**config.mk**
```make
export PLATFORM = sky130hd
export DESIGN_NAME = mem_access_ctrl_flat
export DESIGN_NICKNAME = d
export VERILOG_FILES = /design/src/rtl/mem_access_ctrl_pkg.sv /design/src/rtl/mem_access_ctrl_if.sv /design/src/rtl/mem_access_ctrl_lane_align.sv /design/src/rtl/mem_access_ctrl.sv /design/src/flat_wrapper.sv
export SDC_FILE = /design/constraint.sdc
export NUM_CORES = 1
export LEC_CHECK = 0
export BUFFER_PORTS_ARGS = -buffer_cell sky130_fd_sc_hd__buf_2
export CORE_UTILIZATION = 41
export CTS_CLUSTER_SIZE = 14
export DETAILED_ROUTE_END_ITERATION = 10
export PLACE_DENSITY_LB_ADDON = 0.2
export SETUP_SLACK_MARGIN = 0.02
export SLEW_MARGIN = 40
export SYNTH_ARGS = -nofsm -noshare
export SYNTH_HDL_FRONTEND = slang
export SYNTH_SLANG_ARGS = --single-unit
```
**constraint.sdc**
```tcl
create_clock -name clk -period 4.65 [get_ports clk]
set_input_delay 0.6975 -clock clk [delete_from_list [all_inputs] [get_ports clk]]
set_output_delay 0.6975 -clock clk [all_outputs]
set_load 0.05 [all_outputs]
```
**src/rtl/mem_access_ctrl_pkg.sv**
```systemverilog
// ============================================================================
// Module   : mem_access_ctrl_pkg
// Brief    : Shared memory-stage definitions: load/store opcodes, access size
//            codes, exception codes, controller FSM states and a memop helper.
// Options  : none (MEM_TIMEOUT_EN is consumed by mem_access_ctrl)
// Revision : 1.0 - initial release
// ============================================================================
`default_nettype none

package mem_access_ctrl_pkg;

  // Load/store opcodes, inst[31:26]
  localparam logic [5:0] OP_LB  = 6'b100000;
  localparam logic [5:0] OP_LH  = 6'b100001;
  localparam logic [5:0] OP_LW  = 6'b100011;
  localparam logic [5:0] OP_LBU = 6'b100100;
  localparam logic [5:0] OP_LHU = 6'b100101;
  localparam logic [5:0] OP_SB  = 6'b101000;
  localparam logic [5:0] OP_SH  = 6'b101001;
  localparam logic [5:0] OP_SW  = 6'b101011;

  // Access size, inst[27:26]
  localparam logic [1:0] SZ_BYTE = 2'b00;
  localparam logic [1:0] SZ_HALF = 2'b01;
  localparam logic [1:0] SZ_WORD = 2'b11;

  // Exception codes reported on exc
  localparam logic [1:0] EXC_NONE   = 2'd0;
  localparam logic [1:0] EXC_ADEL   = 2'd1;
  localparam logic [1:0] EXC_ADES   = 2'd2;
  localparam logic [1:0] EXC_BUSERR = 2'd3;

  // Bus access FSM
  typedef enum logic [1:0] {
    ST_IDLE = 2'd0,
    ST_REQ  = 2'd1,
    ST_DONE = 2'd2
  } state_t;

  // True for the eight supported load/store opcodes only
  function automatic logic is_memop(input logic [5:0] op);
    logic r;
    case (op)
      OP_LB, OP_LH, OP_LW, OP_LBU, OP_LHU, OP_SB, OP_SH, OP_SW: r = 1'b1;
      default:                                                 r = 1'b0;
    endcase
    return r;
  endfunction

endpackage

`default_nettype wire

```
**src/rtl/mem_access_ctrl_if.sv**
```systemverilog
// ============================================================================
// Module   : mem_access_ctrl_if
// Brief    : req/ack data-bus bundle between the memory-stage controller
//            (master) and a variable-latency memory (slave).
// Options  : none
// Revision : 1.0 - initial release
// ============================================================================
`default_nettype none

interface mem_access_ctrl_if #(
  parameter int ADDR_W = 32
);
  logic              bus_req;
  logic              bus_we;
  logic [ADDR_W-1:0] bus_addr;
  logic [3:0]        bus_be;
  logic [31:0]       bus_wdata;
  logic              bus_ack;
  logic [31:0]       bus_rdata;

  modport master (
    output bus_req, bus_we, bus_addr, bus_be, bus_wdata,
    input  bus_ack, bus_rdata
  );

  modport slave (
    input  bus_req, bus_we, bus_addr, bus_be, bus_wdata,
    output bus_ack, bus_rdata
  );
endinterface

`default_nettype wire

```
**src/rtl/mem_access_ctrl_lane_align.sv**
```systemverilog
// ============================================================================
// Module   : mem_lane_align
// Brief    : Combinational lane logic. Store side: byte enables, replicated
//            write data and misalignment flag from the live request. Load
//            side: lane select and sign/zero extension of the returned word
//            using the latched size/offset.
// Options  : none
// Revision : 1.0 - initial release
// ============================================================================
`default_nettype none

module mem_lane_align
  import mem_access_ctrl_pkg::*;
(
  input  logic [1:0]  req_size,
  input  logic [1:0]  req_addr_lo,
  input  logic [31:0] req_wdata,
  output logic [3:0]  be,
  output logic [31:0] wdata_rep,
  output logic        misalign,
  input  logic [1:0]  ld_size,
  input  logic [1:0]  ld_addr_lo,
  input  logic        ld_zext,
  input  logic [31:0] ld_word,
  output logic [31:0] ld_ext
);

  logic [7:0]  w_byte;
  logic [15:0] w_half;

  // Request-side enables, lane replication and alignment check
  always_comb begin
    be        = 4'b1111;
    wdata_rep = req_wdata;
    misalign  = 1'b0;
    case (req_size)
      SZ_BYTE: begin
        be        = 4'b0001 << req_addr_lo;
        wdata_rep = {4{req_wdata[7:0]}};
      end
      SZ_HALF: begin
        be        = 4'b0011 << {req_addr_lo[1], 1'b0};
        wdata_rep = {2{req_wdata[15:0]}};
        misalign  = req_addr_lo[0];
      end
      default: begin
        misalign  = (req_addr_lo != 2'b00);
      end
    endcase
  end

  // Load-side lane pick and extension
  always_comb begin
    w_half = ld_addr_lo[1] ? ld_word[31:16] : ld_word[15:0];
    case (ld_addr_lo)
      2'd0:    w_byte = ld_word[7:0];
      2'd1:    w_byte = ld_word[15:8];
      2'd2:    w_byte = ld_word[23:16];
      default: w_byte = ld_word[31:24];
    endcase
    case (ld_size)
      SZ_BYTE: ld_ext = {{24{~ld_zext & w_byte[7]}}, w_byte};
      SZ_HALF: ld_ext = {{16{~ld_zext & w_half[15]}}, w_half};
      default: ld_ext = ld_word;
    endcase
  end

endmodule

`default_nettype wire

```
**src/rtl/mem_access_ctrl.sv**
```systemverilog
// ============================================================================
// Module   : mem_access_ctrl
// Brief    : Memory-stage access controller. Decodes load/store opcodes,
//            runs a req/ack handshake to a variable-latency bus while
//            stalling the pipeline, extends load data and reports address
//            and bus exceptions.
// Options  : `define MEM_TIMEOUT_EN adds a bus timeout (TIMEOUT cycles,
//            reported as BUSERR). Without it REQ waits indefinitely.
// Revision : 1.0 - initial release
// ============================================================================
`default_nettype none

module mem_access_ctrl
  import mem_access_ctrl_pkg::*;
#(
  parameter int ADDR_W  = 32
`ifdef MEM_TIMEOUT_EN
  , parameter int TIMEOUT = 15
`endif
) (
  input  logic              clk,
  input  logic              reset,
  input  logic              valid_in,
  input  logic [31:0]       inst,
  input  logic [ADDR_W-1:0] addr,
  input  logic [31:0]       wdata,
  output logic              stall_out,
  output logic              done,
  output logic [31:0]       rdata_out,
  output logic [1:0]        exc,
  mem_access_ctrl_if.master bus
);

  state_t      r_state;
  logic        r_done;
  logic [1:0]  r_exc;
  logic [31:0] r_rdata;
  logic [1:0]  r_size;
  logic [1:0]  r_addr_lo;
  logic        r_zext;

  logic        w_memop;
  logic        w_store;
  logic        w_misalign;
  logic        w_mis_hit;
  logic        w_start;
  logic        w_timeout;
  logic [3:0]  w_be;
  logic [31:0] w_wdata_rep;
  logic [31:0] w_ld_ext;
  logic        w_unused_inst;

  // Only the opcode field matters here
  assign w_unused_inst = ^inst[25:0];

  assign w_memop = valid_in & is_memop(inst[31:26]);
  assign w_store = inst[29];

  mem_lane_align u_lane (
    .req_size    (inst[27:26]),
    .req_addr_lo (addr[1:0]),
    .req_wdata   (wdata),
    .be          (w_be),
    .wdata_rep   (w_wdata_rep),
    .misalign    (w_misalign),
    .ld_size     (r_size),
    .ld_addr_lo  (r_addr_lo),
    .ld_zext     (r_zext),
    .ld_word     (bus.bus_rdata),
    .ld_ext      (w_ld_ext)
  );

  // A misaligned access never reaches the bus; it completes in its own cycle
  assign w_mis_hit = (r_state == ST_IDLE) & w_memop & w_misalign;
  assign w_start   = (r_state == ST_IDLE) & w_memop & ~w_misalign;

  assign stall_out = w_start | (r_state == ST_REQ);
  assign done      = r_done | w_mis_hit;
  assign exc       = w_mis_hit ? (w_store ? EXC_ADES : EXC_ADEL) : r_exc;
  assign rdata_out = w_mis_hit ? 32'd0 : r_rdata;

`ifdef MEM_TIMEOUT_EN
  localparam int CNT_W = $clog2(TIMEOUT + 1);

  logic [CNT_W-1:0] r_cnt;

  // The cycle whose increment would make the count reach TIMEOUT ends REQ
  assign w_timeout = (r_cnt == CNT_W'(TIMEOUT - 1));

  // Counts REQ cycles that passed without an ack
  always_ff @(posedge clk or posedge reset) begin
    if (reset) begin
      r_cnt <= '0;
    end else if (w_start) begin
      r_cnt <= '0;
    end else if ((r_state == ST_REQ) && !bus.bus_ack) begin
      r_cnt <= r_cnt + 1'b1;
    end
  end
`else
  assign w_timeout = 1'b0;
`endif

  // Access FSM with registered bus outputs and completion results
  always_ff @(posedge clk or posedge reset) begin
    if (reset) begin
      r_state       <= ST_IDLE;
      bus.bus_req   <= 1'b0;
      bus.bus_we    <= 1'b0;
      bus.bus_addr  <= '0;
      bus.bus_be    <= 4'b0000;
      bus.bus_wdata <= 32'd0;
      r_done        <= 1'b0;
      r_exc         <= EXC_NONE;
      r_rdata       <= 32'd0;
      r_size        <= SZ_BYTE;
      r_addr_lo     <= 2'b00;
      r_zext        <= 1'b0;
    end else begin
      case (r_state)
        ST_IDLE: begin
          if (w_start) begin
            r_state       <= ST_REQ;
            bus.bus_req   <= 1'b1;
            bus.bus_we    <= w_store;
            bus.bus_addr  <= {addr[ADDR_W-1:2], 2'b00};
            bus.bus_be    <= w_be;
            bus.bus_wdata <= w_wdata_rep;
            r_size        <= inst[27:26];
            r_addr_lo     <= addr[1:0];
            r_zext        <= inst[28];
          end
        end
        ST_REQ: begin
          // ack takes priority over a timeout in the same cycle
          if (bus.bus_ack) begin
            r_state     <= ST_DONE;
            bus.bus_req <= 1'b0;
            r_done      <= 1'b1;
            r_exc       <= EXC_NONE;
            r_rdata     <= bus.bus_we ? 32'd0 : w_ld_ext;
          end else if (w_timeout) begin
            r_state     <= ST_DONE;
            bus.bus_req <= 1'b0;
            r_done      <= 1'b1;
            r_exc       <= EXC_BUSERR;
            r_rdata     <= 32'd0;
          end
        end
        ST_DONE: begin
          r_state <= ST_IDLE;
          r_done  <= 1'b0;
          r_exc   <= EXC_NONE;
          r_rdata <= 32'd0;
        end
        default: begin
          r_state <= ST_IDLE;
        end
      endcase
    end
  end

endmodule

`default_nettype wire

```
**src/flat_wrapper.sv**
```systemverilog
// flat-port wrapper written by rule: the top's interface ports become plain ports
module mem_access_ctrl_flat import mem_access_ctrl_pkg::*;
#(
  parameter int ADDR_W  = 32

)
  (clk, reset, valid_in, inst, addr, wdata, stall_out, done, rdata_out, exc, bus_bus_req, bus_bus_we, bus_bus_addr, bus_bus_be, bus_bus_wdata, bus_bus_ack, bus_bus_rdata);
  mem_access_ctrl_if #(.ADDR_W(ADDR_W)) bus_i ();
  input  logic clk;
  input  logic reset;
  input  logic valid_in;
  input  logic [31:0] inst;
  input  logic [ADDR_W-1:0] addr;
  input  logic [31:0] wdata;
  output logic stall_out;
  output logic done;
  output logic [31:0] rdata_out;
  output logic [1:0] exc;
  output wire logic [$bits(bus_i.bus_req)-1:0] bus_bus_req;
  output wire logic [$bits(bus_i.bus_we)-1:0] bus_bus_we;
  output wire logic [$bits(bus_i.bus_addr)-1:0] bus_bus_addr;
  output wire logic [$bits(bus_i.bus_be)-1:0] bus_bus_be;
  output wire logic [$bits(bus_i.bus_wdata)-1:0] bus_bus_wdata;
  input wire logic [$bits(bus_i.bus_ack)-1:0] bus_bus_ack;
  input wire logic [$bits(bus_i.bus_rdata)-1:0] bus_bus_rdata;
  assign bus_bus_req = bus_i.bus_req;
  assign bus_bus_we = bus_i.bus_we;
  assign bus_bus_addr = bus_i.bus_addr;
  assign bus_bus_be = bus_i.bus_be;
  assign bus_bus_wdata = bus_i.bus_wdata;
  assign bus_i.bus_ack = bus_bus_ack;
  assign bus_i.bus_rdata = bus_bus_rdata;
  mem_access_ctrl #(.ADDR_W(ADDR_W)) u_core (.clk(clk), .reset(reset), .valid_in(valid_in), .inst(inst), .addr(addr), .wdata(wdata), .stall_out(stall_out), .done(done), .rdata_out(rdata_out), .exc(exc), .bus(bus_i));
endmodule
```
==> results of run 1 <==
-- worst min path at each step --
stage	endpoint
final	u_core.bus.bus_wdata[10]
after global routing	u_core.r_rdata[1]
after CTS	u_core.r_rdata[1]
after detailed placement	u_core.r_rdata[1]
after global placement	u_core.r_rdata[2]
after floorplan	u_core.r_rdata[6]
-- layout by cell type (no fill, tap or decap), drive strengths merged, types with 8 or more instances in the layout --
| cell type | count |
|---|---|
| nor3 | 10 |
| o21ai | 37 |
| mux2i | 9 |
| nand2 | 20 |
| buf | 214 |
| a221o | 16 |
| a211oi | 11 |
| clkbuf | 10 |
| nor2 | 9 |
| inv | 8 |
| nor2b | 41 |
| mux2 | 94 |
| dfrtp | 108 |
-- layer usage --
metal	part of all wire, %	vias to the layer above
li1	-	2011
met1	44	2142
met2	47	168
met3	7.6	17
met4	1.6	0
met5	0	-
-- state kept, by name (all words and copies together), names as in the netlist, 2 cells and up --
signal / flops
u_core.bus.bus_addr: 30
u_core.bus.bus_be: 4
u_core.bus.bus_wdata: 32
u_core.r_addr_lo: 2
u_core.r_rdata: 32
u_core.r_size: 2
u_core.r_state: 2
-- cell type report --
| cell class | instances | area, µm² |
|---|---|---|
| fill | 1253 | 6340 |
| sequential | 108 | 2710 |
| timing repair buffer | 214 | 1080 |
| clock inverter | 6 | 71.3 |
| multi-input combinational | 298 | 2760 |
| inverter | 7 | 31.3 |
| tap | 176 | 220 |
| clock buffer | 10 | 239 |
-- metrics by stage --
| step | util, % | hold slack, ps |
|---|---|---|
| 4_1_cts | 52.9 | 475 |
| 5_1_grt | 52.9 | 492 |
| 3_5_place_dp | 50.6 | 458 |
| 3_3_place_gp | 50.5 | 455 |
| 6_report | 52.9 | 473 |
| 2_1_floorplan | - | 441 |
-- power by group --
group | total, mW | internal, mW | switching [mW]
combinational | 2.12 | 0.691 | 1.43
sequential | 1.48 | 1.24 | 0.239
clock | 0.797 | 0.438 | 0.359
total | 4.40 | 2.37 | 2.03
-- logic make-up (layout without fill, tap and decap cells) --
logic type	Yosys count	count (layout)	share of synthesized area (%)
AO/OA/AOI/OAI	94	94	11.5
AND/OR/NAND/NOR	95	95	10.2
other	1	2	0.0652
buffers and inverters	43	237	5.18
multiplexers	107	107	26.1
flip-flops	108	108	47.0
==> out/metrics.json, run 1 <==
{
  "route": {
    "dr_total_vias": 4338,
    "avgRoutedWirePerCell_um": 17.5,
    "drt_drc_violations_left": 0,
    "initialDrtViolationCount": 299,
    "detail_route.vias_per_cell": 5.30,
    "number_of_iterations_in_the_first_detailed_routing_pass": 4,
    "finalWirelength_um": 14400,
    "drt.antenna.violating_nets": 0
  },
  "clock_tree": {
    "clk-insertion-delay-late_ps": 340,
    "setup_bufs_post_cts": 0,
    "cts_tree": "done",
    "post_cts.resized_instances": 0,
    "clk_root_buffer_cell": "sky130_fd_sc_hd__clkbuf_16",
    "cts_max_level": 3,
    "cts_stage_hold_buffer_count": 0,
    "cts.sink_count": 108,
    "clockBufferDepth": 2,
    "cts-buffers-inserted": 9,
    "cts.reportedPaths.clkPinSlew_ps": 70
  },
  "final_layout": {
    "fraction_of_layout_instances_using_a_drive_strength_above_1_pct": 53.2,
    "final-instance-count-excl-fill": 819,
    "finalNetCount": 770,
    "post-route-cell-area_um2": 7110,
    "area.growth.synth_to_final_pct": 23.8,
    "antenna_cells": 0
  },
  "sta": {
    "finalCritPeriodShare_pct": 75.8,
    "final_hold_viols": 0,
    "max_slew_margin_pct": 47.1,
    "fin_worst_skew_ps": 10.5,
    "worst_pin_slew_ps": 794,
    "period_minus_slack_ps": 3520,
    "final-max-slew-violation-count": 0,
    "fmax_mhz": 284,
    "grt_setup_unrepaired": "no",
    "setup_slack_ps": 1130,
    "setup_viol": 0,
    "sum_neg_setup_slack_ps": 0
  },
  "setup_path": {
    "cp_data_required_time_ps": 3950,
    "worst_path_slowest_cell": "sky130_fd_sc_hd__nor3_4",
    "path_delay_family": "simple AND/OR/NAND/NOR gates",
    "regToRegEndpoint": "u_core.bus.bus_be[3]",
    "critical_path_buf_inv_count": 3,
    "crit_path_start_kind": "input port",
    "timing.reg2reg.worst_path_depth": 5,
    "crit_type": "input port to primary output",
    "worstPathMaxFanout": 33,
    "critical-path-top-cell-by-count": "sky130_fd_sc_hd__buf_2",
    "cp_num_cells": 7,
    "cp_data_arrival_time_ps": 2830,
    "critical_path.max_stage_delay_ps": 570,
    "r2r_slack_ps": 1970,
    "worst_setup_path_endpoint": "rdata_out[30]",
    "crit_path_cell_trace": "buf_2, o21ai_0, nand4_4, nor3_4, buf_4, nor2b_1, buf_2",
    "worstSetupStartpoint": "inst[27]",
    "crit_path_end_kind": "primary output",
    "regToRegStartpoint": "u_core.r_state[0]"
  },
  "place": {
    "final_weighted_congestion_in_routability_driven_placement": 0.830,
    "dp_cell_count": 803,
    "placement.cell_area_um2": 6800,
    "port_buffers": 209,
    "dpl.hpwl_um": 10200,
    "dp_slack_ps": 1080
  },
  "power": {
    "power.ir.vdd_worst_v": 0.000331,
    "design_power_total_mw": 4.40,
    "power.density_cell_area_nw_per_um2": 618,
    "static-leakage-power_nw": 3.53
  },
  "synthesis": {
    "synth_top_area_share_pct": 47.0,
    "syn_inst": 448,
    "syn_area_per_cell_um2": 12.8,
    "synthFlopType": "sky130_fd_sc_hd__dfrtp_1",
    "cell_area_synth_um2": 5750,
    "register_bit_total_from_synthesis": 108,
    "synth_top_cells_by_area": "sky130_fd_sc_hd__dfrtp_1 (47%), sky130_fd_sc_hd__mux2_4 (18%), sky130_fd_sc_hd__mux2_2 (4.9%)",
    "seq_area_frac_synth_pct": 47.0,
    "yosys.cell_count.top_type": "sky130_fd_sc_hd__dfrtp_1",
    "yosys_warnings": 0,
    "synth_cell_type_count": 46,
    "synth_common_cells": "sky130_fd_sc_hd__dfrtp_1 (108), sky130_fd_sc_hd__mux2_4 (69), sky130_fd_sc_hd__nor2b_1 (41)",
    "synthArstFlopShare_pct": 100,
    "yosysTopAreaCell": "sky130_fd_sc_hd__dfrtp_1",
    "synth_edf_count": 0
  },
  "global_routing": {
    "gr-usage-all-layers_pct": 20.1,
    "grt-busiest-layer": "met2",
    "global_route.overflow_total": 0,
    "grt_util_met1_pct": 27.3,
    "antenna_violations_before_repair": 0,
    "grt.met2_usage_pct": 31.5,
    "largest_net_degree_at_the_start_of_global_routing": 78,
    "first_global_vias": 4457,
    "grt_use_met3_pct": 5.71,
    "grt_first_pass_wirelength_um": 23000
  },
  "floorplan": {
    "floorplan.initialDensity_pct": 42.7,
    "dieArea_um2": 14500,
    "die_height_um": 120,
    "num_rows": 42,
    "design.core.area_um2": 13500,
    "ioPinCount": 238,
    "die-width_um": 120
  },
  "min_path": {
    "timing.hold.worst.class": "input port to async pin"
  },
  "run": {
    "drv.max_cap_violation_count": 0
  },
  "run_status": {
    "outcome": "finished clean"
  }
}
(Power assumes the default switching activity.)
==> inputs of run 2 (changes only) <==
==> constraint.sdc (replaced) <==
create_clock -name clk -period 3.3 [get_ports clk]
set_input_delay 0.495 -clock clk [delete_from_list [all_inputs] [get_ports clk]]
set_output_delay 0.495 -clock clk [all_outputs]
set_load 0.05 [all_outputs]
==> out/metrics.json, run 2 (synthesized netlist as in run 1, its figures left out) <==
{
  "place": {
    "dp_cell_count": {"value": 809, "change": "+0.75%"},
    "dpl.hpwl": {"value": 10500, "unit": "µm", "change": "+2.4%"},
    "port_buffers": {"value": 209, "change": "unchanged"},
    "final_weighted_congestion_in_routability_driven_placement": {"value": 0.823, "change": "-0.81%"}
  },
  "global_routing": {
    "antenna_violations_before_repair": {"value": 0, "change": "unchanged"},
    "grt_first_pass_wirelength": {"value": 23700, "unit": "µm", "change": "+3.1%"},
    "gr-usage-all-layers": {"value": 21.1, "unit": "%", "change": "+1.0 points"},
    "global_route.overflow_total": {"value": 0, "change": "unchanged"},
    "largest_net_degree_at_the_start_of_global_routing": {"value": 49, "change": "-37%"},
    "first_global_vias": {"value": 4471, "change": "+0.31%"}
  },
  "final_layout": {
    "area.growth.synth_to_final_pct": 25.4,
    "most_frequent_cells_in_the_layout": "sky130_fd_sc_hd__buf_2 (209), sky130_fd_sc_hd__dfrtp_1 (107), sky130_fd_sc_hd__mux2_4 (69)",
    "finalNetCount": {"value": 776, "change": "+0.78%"},
    "largest_registers": "u_core.bus.bus_wdata: 32 flops, u_core.r_rdata: 32 flops, u_core.bus.bus_addr: 30 flops",
    "fraction_of_layout_instances_using_a_drive_strength_above_1": {"value": 53.3, "unit": "%", "change": "+0.12 points"},
    "final-instance-count-excl-fill": {"value": 825, "change": "+0.73%"},
    "layout_commonest_cell": "sky130_fd_sc_hd__buf_2",
    "finalCoreUtilization": {"value": 53.6, "unit": "%", "change": "+0.70 points"},
    "antenna_cells": {"value": 0, "change": "unchanged"}
  },
  "setup_path": {
    "regToRegEndpoint": "u_core.bus.bus_we",
    "crit_path_start_kind": "flop",
    "crit_type": "flop to primary output",
    "regToRegStartpoint": "u_core.r_state[1]",
    "worstPathMaxFanout": {"value": 33, "change": "unchanged"},
    "crit_path_end_kind": "primary output",
    "cp_data_required_time": {"value": 2800, "unit": "ps", "change": "-1150 ps"},
    "r2r_slack": {"value": 1130, "unit": "ps", "change": "-840 ps"},
    "timing.reg2reg.worst_path_depth": {"value": 5, "change": "unchanged"},
    "cp_data_arrival_time": {"value": 2410, "unit": "ps", "change": "-420 ps"}
  },
  "route": {
    "drt.antenna.violating_nets": {"value": 0, "change": "unchanged"},
    "detail_route.vias_per_cell": {"value": 5.24, "change": "-1.0%"},
    "avgRoutedWirePerCell": {"value": 17.7, "unit": "µm", "change": "+0.88%"},
    "finalWirelength": {"value": 14600, "unit": "µm", "change": "+1.6%"},
    "drt_drc_violations_left": {"value": 0, "change": "unchanged"},
    "initialDrtViolationCount": {"value": 239, "change": "-20%"},
    "number_of_iterations_in_the_first_detailed_routing_pass": {"value": 4, "change": "unchanged"},
    "dr_total_vias": {"value": 4325, "change": "-0.30%"}
  },
  "floorplan": {
    "ioPinCount": {"value": 238, "change": "unchanged"},
    "die_height": {"value": 120, "unit": "µm", "change": "unchanged"},
    "die-width": {"value": 120, "unit": "µm", "change": "unchanged"},
    "design.core.area": {"value": 13500, "unit": "µm²", "change": "unchanged"},
    "floorplan.initialDensity": {"value": 42.7, "unit": "%", "change": "unchanged"},
    "dieArea": {"value": 14500, "unit": "µm²", "change": "unchanged"},
    "num_rows": {"value": 42, "change": "unchanged"}
  },
  "clock_tree": {
    "cts-buffers-inserted": {"value": 9, "change": "unchanged"},
    "clk-insertion-delay-late": {"value": 360, "unit": "ps", "change": "+20 ps"},
    "cts_max_level": {"value": 3, "change": "unchanged"},
    "clk_root_buffer_cell": "sky130_fd_sc_hd__clkbuf_16",
    "post_cts.resized_instances": {"value": 0, "change": "unchanged"},
    "cts.reportedPaths.clkPinSlew": {"value": 70, "unit": "ps", "change": "about the same"},
    "cts_tree": "done",
    "clockBufferDepth": {"value": 2, "change": "unchanged"},
    "cts.sink_count": {"value": 108, "change": "unchanged"},
    "setup_bufs_post_cts": {"value": 0, "change": "unchanged"},
    "cts_stage_hold_buffer_count": {"value": 0, "change": "unchanged"}
  },
  "sta": {
    "setup_viol": {"value": 0, "change": "unchanged"},
    "finalCritPeriodShare_pct": 88.2,
    "final_hold_viols": {"value": 0, "change": "unchanged"},
    "worst_pin_slew": {"value": 786, "unit": "ps", "change": "-7.66 ps"},
    "period_minus_slack_ps": 2910,
    "sum_neg_setup_slack": {"value": 0, "unit": "ps", "change": "unchanged"},
    "final-max-slew-violation-count": {"value": 0, "change": "unchanged"},
    "fmax_mhz": 344,
    "fin_worst_skew": {"value": 6.58, "unit": "ps", "change": "-3.96 ps"},
    "grt_setup_unrepaired": "no",
    "hold-worst-slack": {"value": 179, "unit": "ps", "change": "-294 ps"},
    "max_slew_margin": {"value": 47.6, "unit": "%", "change": "+0.51 points"}
  },
  "power": {
    "power.density_cell_area": {"value": 864, "unit": "nW/µm²", "change": "+40%"},
    "design_power_total": {"value": 6.23, "unit": "mW", "change": "+42%"},
    "power.ir.vdd_worst": {"value": 0.000479, "unit": "V", "change": "+45%"},
    "static-leakage-power": {"value": 3.58, "unit": "nW", "change": "+1.3%"}
  },
  "run_status": {
    "outcome": "finished clean"
  },
  "run": {
    "drv.max_cap_violation_count": {"value": 0, "change": "unchanged"}
  },
  "min_path": {
    "timing.hold.worst.class": "input port to async pin"
  }
}
run 2: critical path, stage by stage (launching register included):
cell,delay [ps]
sky130_fd_sc_hd__dfrtp_1,480
sky130_fd_sc_hd__nor4b_4,390
sky130_fd_sc_hd__nand4_4,250
sky130_fd_sc_hd__nor3_4,160
sky130_fd_sc_hd__buf_4,350
sky130_fd_sc_hd__or2_2,170
sky130_fd_sc_hd__buf_2,250
run 2: power by group:
| group | switching, mW | leakage (nW) | internal (mW) |
|---|---|---|---|
| logic | 2.05 | 2.07 | 0.986 |
| registers | 0.311 | 1.36 | 1.75 |
| clock network | 0.501 | 0.153 | 0.633 |
| total | 2.86 | 3.58 | 3.37 |
run 2: area by class of cell:
cell class,instances,area [µm²]
clock buffer,11,253
clock inverter,5,58.8
fill,1257,6240
inverter,7,30.0
multi-input combinational,298,2770
sequential,108,2700
tap,176,220
timing repair buffer,220,1170
run 2: worst max-delay path by stage:
stage / slack (ps) / to / from
2_1_floorplan: 300 / exc[0] / inst[26]
3_3_place_gp: 620 / done / inst[27]
3_5_place_dp: 600 / done / inst[27]
4_1_cts: 330 / done / u_core.r_state[1]
5_1_grt: 250 / done / u_core.r_state[1]
6_report: 390 / done / u_core.r_state[1]
run 2: stage by stage:
stage,setup slack [ps],cell area (µm²)
after floorplan,304,5760
after global placement,624,6860
after detailed placement,597,6900
after CTS,333,7210
after global routing,246,7210
final,391,7210
run 2: metal layers:
metal | up-vias | wire, µm | global-route usage, % | share of wire [%]
met2 | 166 | 6810 | 33.3 | 47
met5 | - | 0 | 0 | 0
met3 | 25 | 1020 | 4.95 | 7.0
li1 | 2018 | - | - | -
met4 | 0 | 368 | 9.80 | 2.5
met1 | 2116 | 6400 | 27.4 | 44
